## config.mk

```make
export PLATFORM = sky130hd
export DESIGN_NAME = param_stack
export DESIGN_NICKNAME = d
export VERILOG_FILES = /design/src/rtl/stack_pkg.sv /design/src/rtl/stack_ctrl.sv /design/src/rtl/param_stack.sv
export SDC_FILE = /design/constraint.sdc
export NUM_CORES = 1
export LEC_CHECK = 0
export CAP_MARGIN = 30
export CORE_ASPECT_RATIO = 1.5
export CORE_MARGIN = 4
export CORE_UTILIZATION = 45
export DETAILED_ROUTE_END_ITERATION = 6
export GPL_ROUTABILITY_DRIVEN = 1
export GPL_TIMING_DRIVEN = 0
export PLACE_DENSITY = 0.61
export SLEW_MARGIN = 10
export SYNTH_ARGS = -nofsm -noshare
export SYNTH_HDL_FRONTEND = slang
export SYNTH_SLANG_ARGS = --single-unit
```

## constraint.sdc

```tcl
create_clock -name clk -period 7.5 [get_ports clk]
set_input_delay 1.5 -clock clk [delete_from_list [all_inputs] [get_ports clk]]
set_output_delay 1.5 -clock clk [all_outputs]
set_load 0.005 [all_outputs]
```

## src/rtl/stack_pkg.sv

```systemverilog
// Shared types and defaults for the parameterised LIFO stack.
// Holds the op encoding, default sizes and the stack_ctrl control enums.
package stack_pkg;

  localparam int DEF_WIDTH = 8;
  localparam int DEF_DEPTH = 16;

  typedef enum logic [2:0] {
    NOP  = 3'd0,
    PUSH = 3'd1,
    POP  = 3'd2,
    TOS  = 3'd3,
    DUP  = 3'd4,
    SWAP = 3'd5,
    REPL = 3'd6,
    CLR  = 3'd7
  } op_t;

  // d_out next-value source
  typedef enum logic [2:0] {
    DS_HOLD,
    DS_DIN,
    DS_TOP,
    DS_NOS,
    DS_ZERO
  } dsel_t;

  // array write pattern
  typedef enum logic [2:0] {
    WS_NONE,
    WS_PUSH,
    WS_DUP,
    WS_REPL,
    WS_SWAP
  } wsel_t;

  // stack pointer update
  typedef enum logic [1:0] {
    SP_HOLD,
    SP_INC,
    SP_DEC,
    SP_CLR
  } spd_t;

endpackage

```

## src/rtl/stack_ctrl.sv

```systemverilog
// Op decoder: turns op plus occupancy into datapath controls and error sets.
// In: op, empty, full, has_two. Out: accept, wsel, spd, dsel, set_ovf, set_udf.
module stack_ctrl
  import stack_pkg::*;
(
  input  op_t   op,
  input  logic  empty,
  input  logic  full,
  input  logic  has_two,
  output logic  accept,
  output wsel_t wsel,
  output spd_t  spd,
  output dsel_t dsel,
  output logic  set_ovf,
  output logic  set_udf
);

  always_comb begin
    accept  = 1'b0;
    wsel    = WS_NONE;
    spd     = SP_HOLD;
    dsel    = DS_HOLD;
    set_ovf = 1'b0;
    set_udf = 1'b0;
    unique case (op)
      NOP: ;
      PUSH: begin
        if (full) begin
          set_ovf = 1'b1;
        end else begin
          accept = 1'b1;
          wsel   = WS_PUSH;
          spd    = SP_INC;
          dsel   = DS_DIN;
        end
      end
      POP: begin
        if (empty) begin
          set_udf = 1'b1;
        end else begin
          accept = 1'b1;
          spd    = SP_DEC;
          dsel   = has_two ? DS_NOS : DS_ZERO;
        end
      end
      TOS: begin
        accept = 1'b1;
        dsel   = empty ? DS_ZERO : DS_TOP;
      end
      DUP: begin
        if (empty) begin
          set_udf = 1'b1;
        end else if (full) begin
          set_ovf = 1'b1;
        end else begin
          accept = 1'b1;
          wsel   = WS_DUP;
          spd    = SP_INC;
          dsel   = DS_TOP;
        end
      end
      SWAP: begin
        if (!has_two) begin
          set_udf = 1'b1;
        end else begin
          accept = 1'b1;
          wsel   = WS_SWAP;
          dsel   = DS_NOS;
        end
      end
      REPL: begin
        if (empty) begin
          set_udf = 1'b1;
        end else begin
          accept = 1'b1;
          wsel   = WS_REPL;
          dsel   = DS_DIN;
        end
      end
      CLR: begin
        accept = 1'b1;
        spd    = SP_CLR;
        dsel   = DS_ZERO;
      end
      default: ;
    endcase
  end

endmodule

```

## src/rtl/param_stack.sv

```systemverilog
// Register-array LIFO stack with registered top view and sticky error flags.
// Ports: clk, rst, op, d_in, err_clr -> d_out, empty, full, count, ovf, udf.
module param_stack
  import stack_pkg::*;
#(
  parameter int WIDTH = DEF_WIDTH,
  parameter int DEPTH = DEF_DEPTH
) (
  input  logic                       clk,
  input  logic                       rst,
  input  logic [2:0]                 op,
  input  logic [WIDTH-1:0]           d_in,
  input  logic                       err_clr,
  output logic [WIDTH-1:0]           d_out,
  output logic                       empty,
  output logic                       full,
  output logic [$clog2(DEPTH+1)-1:0] count,
  output logic                       ovf,
  output logic                       udf
);

  localparam int CW = $clog2(DEPTH + 1);
  localparam int AW = $clog2(DEPTH);

  logic [CW-1:0]    sp;
  logic [WIDTH-1:0] mem [DEPTH];

  logic [AW-1:0]    a_sp;
  logic [AW-1:0]    a_top;
  logic [AW-1:0]    a_nos;
  logic [WIDTH-1:0] top_v;
  logic [WIDTH-1:0] nos_v;
  logic             has_two;

  logic  accept;
  wsel_t wsel;
  spd_t  spd;
  dsel_t dsel;
  logic  set_ovf;
  logic  set_udf;

  // DEPTH is a power of two, so modulo-DEPTH index math is exact;
  // sp == DEPTH maps a_sp to 0 and a_top to DEPTH-1.
  assign a_sp    = sp[AW-1:0];
  assign a_top   = a_sp - AW'(1);
  assign a_nos   = a_sp - AW'(2);
  assign top_v   = mem[a_top];
  assign nos_v   = mem[a_nos];

  assign empty   = (sp == '0);
  assign full    = (sp == CW'(DEPTH));
  assign has_two = (sp >= CW'(2));
  assign count   = sp;

  stack_ctrl u_ctrl (
    .op      (op_t'(op)),
    .empty   (empty),
    .full    (full),
    .has_two (has_two),
    .accept  (accept),
    .wsel    (wsel),
    .spd     (spd),
    .dsel    (dsel),
    .set_ovf (set_ovf),
    .set_udf (set_udf)
  );

  always_ff @(posedge clk or posedge rst) begin
    if (rst) begin
      sp    <= '0;
      d_out <= '0;
      ovf   <= 1'b0;
      udf   <= 1'b0;
    end else begin
      ovf <= set_ovf | (ovf & ~err_clr);
      udf <= set_udf | (udf & ~err_clr);
      if (accept) begin
        unique case (spd)
          SP_INC:  sp <= sp + CW'(1);
          SP_DEC:  sp <= sp - CW'(1);
          SP_CLR:  sp <= '0;
          default: ;
        endcase
        unique case (dsel)
          DS_DIN:  d_out <= d_in;
          DS_TOP:  d_out <= top_v;
          DS_NOS:  d_out <= nos_v;
          DS_ZERO: d_out <= '0;
          default: ;
        endcase
      end
    end
  end

  // Array is deliberately not reset; a write racing a reset edge is dropped.
  always_ff @(posedge clk) begin
    if (accept && !rst) begin
      unique case (wsel)
        WS_PUSH: mem[a_sp]  <= d_in;
        WS_DUP:  mem[a_sp]  <= top_v;
        WS_REPL: mem[a_top] <= d_in;
        WS_SWAP: begin
          mem[a_top] <= nos_v;
          mem[a_nos] <= top_v;
        end
        default: ;
      endcase
    end
  end

endmodule

```

Word level (Yosys, flattened, before mapping)
Memory sizes are Yosys's and may differ from the RTL's. Index checks and enable logic that the tools add are counted.

$add $sub $neg: 4. Multiply operators: 0. Divide/modulo/power cells: 0. $lt $le $gt $ge: 1. Equal/unequal tests: 19. Shifts and indexed selects: 0. Multiplexer cells: 46. Bitwise operators: 7. Reduce and logical (&&, ||, !) cells: 11.

Operators by type and width (number): one-hot mux 8 bit (4 select lines) (1); 2-to-1 mux 1 bit (24); 2-to-1 mux 8 bit (3); one-hot mux 3 bit (7 select lines) (1); == test 3 x 2 -> 1 bit (second input constant) (6); == test 3 bit (second input constant) (6); 2-to-1 mux 3 bit (5); one-hot mux 5 bit (3 select lines) (1); one-hot mux 3 bit (4 select lines) (1); 2-to-1 mux 2 bit (5); == test 3 x 1 -> 1 bit (second input constant) (3); one-hot mux 2 bit (4 select lines) (1); OR reduction 8 bit (1); adder 5 x 1 -> 5 bit (second input constant) (1); == test 5 bit (second input constant) (1); >= comparator 5 x 2 -> 1 bit (second input constant) (1); logical NOT 5 bit (1); one-hot mux 1 bit (5 select lines) (1); subtractor 5 x 1 -> 5 bit (second input constant) (1); == test 2 bit (second input constant) (2); 2-to-1 mux 4 bit (1); bitwise OR 1 bit (4); one-hot mux 1 bit (2 select lines) (2); AND reduction 2 bit (2); 11 further kinds (13).

Bits in registers: 15. Latch bits: 0. Memory bits (writable): 128. ROM bits: 0. Bits of input ports: 14. Output and inout port bits: 17. Logic and storage cells: 93. Memories kept: 1.

Memory list: mem (depth 16, bits a word 8, read ports 2, clocked after memory_dff 0, wr ports 2, line param_stack.sv:26) `logic [WIDTH-1:0] mem [DEPTH];`.

Logic depth before layout (Yosys ltp)
Depth in word-level cells: 11. Mapped depth: 16. Mapped depth without buffers: 12.

By module
A second synthesis with hierarchy kept.

Cell total of the unflattened synthesis: 836. Area, all modules: 9719.3 sq um.

By module, submodules not included: param_stack (times used 1, cells an instance 799, area an instance 9484.1 sq um, seq. area each 4219.0 sq um); stack_ctrl (times used 1, cells an instance 37, area an instance 235.2 sq um, seq. area each 0.0 sq um).

Least setup slack after synthesis
Ideal clock, no wire load.

Path type: reg2reg. Start point: reg sp[0] (netlist: count[0]). End point: reg sp[4] (netlist: count[4]). Setup time: 132 ps. Arrival time: 3294 ps. Required time: 7368 ps. Path slack: 4074 ps. Stages on the path, launching flop included: 17. Buffers on the path: 4. Period minus slack after synthesis: 3426 ps. Cell sequence: dfrtp_1 buf_4 buf_6 buf_2 inv_1 ha_1 or4b_4 inv_4 or3_1 buf_6 inv_2 ha_1 nor2b_1 o21ai_0 a21oi_1 o31ai_1 o31ai_1.

Elaborated cells on any way between the ends: 20. Classes of those cells: 2 x add/sub; 1 x order compare; 4 x eq/ne; 10 x mux; 3 x reduce/logical.

RTL lines: start: declaration (line param_stack.sv:25) `logic [CW-1:0] sp;`; start signal: assignment (line param_stack.sv:79) `SP_INC: sp <= sp + CW'(1);`; start signal: assignment (line param_stack.sv:80) `SP_DEC: sp <= sp - CW'(1);`; logical NOT 5 bit * (line param_stack.sv:50) `assign empty = (sp == '0);`; via empty (line param_stack.sv:15) `output logic empty,`; 2-to-1 mux 2 bit, on equally long branches (line stack_ctrl.sv:51, stack_ctrl.sv:38); one-hot mux 2 bit (4 select lines) (line stack_ctrl.sv:25) `unique case (op)`; == test 2 bit or == test 2 x 1 -> 1 bit (tied branches) (line param_stack.sv:78) `unique case (spd)`; nonzero test 3 bit (no source line); AND reduction 2 bit (no source line).

Mark *: on every way through the listed nets, which the timed path passes. The rest lies on a longest branch. A chain may end at the register's enable or synchronous reset.

Worst setup path after layout
Start point: reg sp[1] (netlist: count[1]). End point: out full.

Longest elaborated chain between the ends: 1.

Ends and longest elaborated chain: == test 5 bit (line param_stack.sv:51) `assign full = (sp == CW'(DEPTH));`; end: declaration (line param_stack.sv:16) `output logic full,`.

Every way passes these cells.

==> results.json <==
{
  "area_growth_pct": 12.8,
  "fmax_mhz": 198,
  "ys.flop_type": "edfxtp_1",
  "synth_nets": 825,
  "hold_violations": 0,
  "routed_via_density": 7.09,
  "async_flop_share_pct": 10.5,
  "netlist.area_leader.share_pct": 39.4,
  "period_share_pct": 67.5,
  "setup-violations-final": 0,
  "final_nets": 878,
  "required_ps": 6000,
  "grt_pass1_wl_um": 50500,
  "die-area_um2": 24100,
  "drc": 0,
  "core_region_area_um2": 21100,
  "drive_above_1_share_pct": 20.6,
  "dp_cells": 1099,
  "worstHoldPathType": "reg -> reg",
  "grt_max_degree": 20,
  "power_leakage_nw": 3.66,
  "worstSkewPairLatency_ps": 430,
  "reg2reg_slack_ps": 2630,
  "yosys.area_share.simple_pct": 10.2,
  "holdWs_ps": 502,
  "worst_setup_path_start_kind": "flip-flop",
  "utilization_pct": 52.0,
  "cts_tree": "done",
  "initial_core_util_pct": 46.1,
  "endpoint_kind": "output port",
  "gp_congestion": 0.977,
  "crit_type": "reg -> out",
  "maxSlewViolCount": 0,
  "ios": 31,
  "ir_drop_v": 0.000223,
  "cts_resized": 0,
  "finalSetupTns_ps": 0,
  "fin_crit_ps": 5060,
  "synth_compound_area_share_pct": 21.0,
  "grt_use_total_pct": 28.4,
  "htree_levels": 4,
  "post_cts_buffers": 0,
  "cts_hold_buffers": 0,
  "dp_hpwl_um": 26200,
  "wl_per_cell_um": 30.0,
  "critPathSlowestCell": "clkdlybuf4s50_1",
  "finClkSkew_ps": 9.27,
  "crit_fanout": 10,
  "io_buffers": 30,
  "path_buf_inv": 5,
  "grt_pass1_vias": 8352,
  "yosys.area.top_type": "edfxtp_1",
  "crit_arrival_ps": 3560,
  "drtIter0Drc": 872,
  "total_power_mw": 5.01,
  "dieHeight_um": 188,
  "ant_nets": 0,
  "num_vias": 8048,
  "dp_slack_ps": 2730,
  "fin_area_um2": 11000,
  "grt_overflow": 0,
  "syn-instance-count": 801,
  "synth_xor_area_share_pct": 1.01,
  "status": "completed",
  "relSlewSlack_pct": 34.5,
  "cts_num_sinks": 143,
  "layoutNonFillerInstCount": 1135,
  "antenna_found_initial": 0,
  "setup_ws_ps": 2440,
  "synth_edf_count": 128,
  "synth-adder-area-share_pct": 1.36,
  "cts_root_buf": "clkbuf_16",
  "cts_made_buffers": 17,
  "synth_area_um2": 9740,
  "ys_ff_latch": 143,
  "postPlaceCellArea_um2": 10400,
  "powerDensity_nw_per_um2": 456,
  "antennaDiodeCount": 0,
  "seq_area_frac_synth_pct": 43.3,
  "max_stage_delay_ps": 620,
  "first_pass_iters": 6,
  "max-cap-violations": 0,
  "die_w_um": 128,
  "clkTransAtPathRegs_ps": 60,
  "synth_top_family_by_area": "compound AO/OA/AOI/OAI gates",
  "crit_path_frequent_cell": "buf_2",
  "synthMuxAreaShare_pct": 17.4,
  "synth_area_leaders": "edfxtp_1, mux4_2, o221ai_1",
  "rows": 65,
  "synth_area_per_cell_um2": 12.2,
  "rsz0062_at_grt": "no",
  "path_cells": "buf_2 -> buf_1 -> inv_1 -> ha_1 -> buf_2 -> nor4bb_2 -> clkdlybuf4s50_1",
  "clk_path_buf_depth": 2,
  "routed_wl_um": 34000,
  "tightest_slew_ps": 980,
  "synth_cell_type_count": 75,
  "cpLargestDelayFamily": "buffers and inverters",
  "yosys_warnings": 0
}
==> cells in the final DEF, fill, tap and decap left out, types with 15 or more instances in the layout <==
cell and n:
a21oi_1 15, a22oi_1 45, buf_2 17, buf_6 17, clkbuf_1 35, clkbuf_16 19, clkdlybuf4s50_1 30, dfrtp_1 15
edfxtp_1 128, mux2i_1 17, mux4_2 64, nand2_1 65, nand3_1 39, nor2_1 27, o211ai_1 43, o21ai_0 44
o21bai_1 16, o221ai_1 49
==> registers in the layout, indices dropped and copies added (netlist names) <==
signal	cells
ovf	1
count	5
mem	128
d_out	8
udf	1
==> worst register-to-register path, stage by stage (launching register included) <==
cell	delay, ps
dfrtp_1	440
buf_2	320
buf_1	640
inv_1	370
ha_1	390
buf_4	270
buf_6	220
buf_2	340
mux4_2	380
mux2i_1	450
mux2_2	410
buf_6	200
o221ai_1	140
==> report_power, final <==
| part | total, mW | leakage (nW) | internal [mW] | switching, mW |
|---|---|---|---|---|
| Combinational | 3.13 | 2.03 | 1.17 | 1.96 |
| Clock | 0.839 | 0.286 | 0.512 | 0.327 |
| Sequential | 1.04 | 1.34 | 0.985 | 0.0543 |
==> path summary, 6_finish.rpt <==
| check | startpoint | end | cells past startpoint |
|---|---|---|---|
| worst max-delay path | count[1] | full | 7 |
| worst min-delay path | udf | udf | 1 |
| worst max register to register | count[1] | mem[4][0] | 12 |
| worst min register to register | udf | udf | 1 |
| max in group asynchronous | rst | d_out[5] | 2 |
| min in group asynchronous | rst | count[0] | 2 |
==> per-layer routing <==
layer | vias up | share of wire (%) | wire [µm] | track usage (%)
li1 | 3436 | - | - | -
met1 | 4006 | 33 | 11200 | 29.2
met2 | 454 | 53 | 18200 | 51.5
met3 | 152 | 5.6 | 1900 | 5.19
met4 | 0 | 8.1 | 2760 | 18.5
met5 | - | 0 | 0 | 0
==> kinds of logic (layout without fill, tap and decap cells) <==
| family | Yosys count | count (layout) |
|---|---|---|
| fa+ha+maj | 10 | 10 |
| mux | 88 | 88 |
| compound gates | 273 | 273 |
| flops | 143 | 143 |
| xor+xnor | 7 | 7 |
| simple gates | 188 | 188 |
| buf+inv | 92 | 158 |
==> cell type report <==
class                           count  area [µm²]
Clock inverter                      5        51.3
Inverter                           15        58.8
Buffer                             77         488
Multi-Input combinational cell    566        4980
Fill cell                        1886       10200
Clock buffer                       27         526
Tap cell                          268         335
Sequential cell                   143        4220
Timing Repair Buffer               34         330
==> synthesized netlist by cell type (all sizes together) (6+ instances only) <==
master / number
and3: 9
inv: 15
a31o: 9
buf: 47
mux2i: 21
edfxtp: 128
o21bai: 16
o21ai: 46
nor2: 28
o31ai: 11
nand4: 11
a21oi: 16
o211ai: 44
nand2: 65
dfrtp: 15
a2bb2oi: 11
ha: 9
clkbuf: 30
nor2b: 6
nand3: 39
mux4: 64
a22oi: 45
o221ai: 49
No activity file was read; power rests on OpenSTA's default activity.
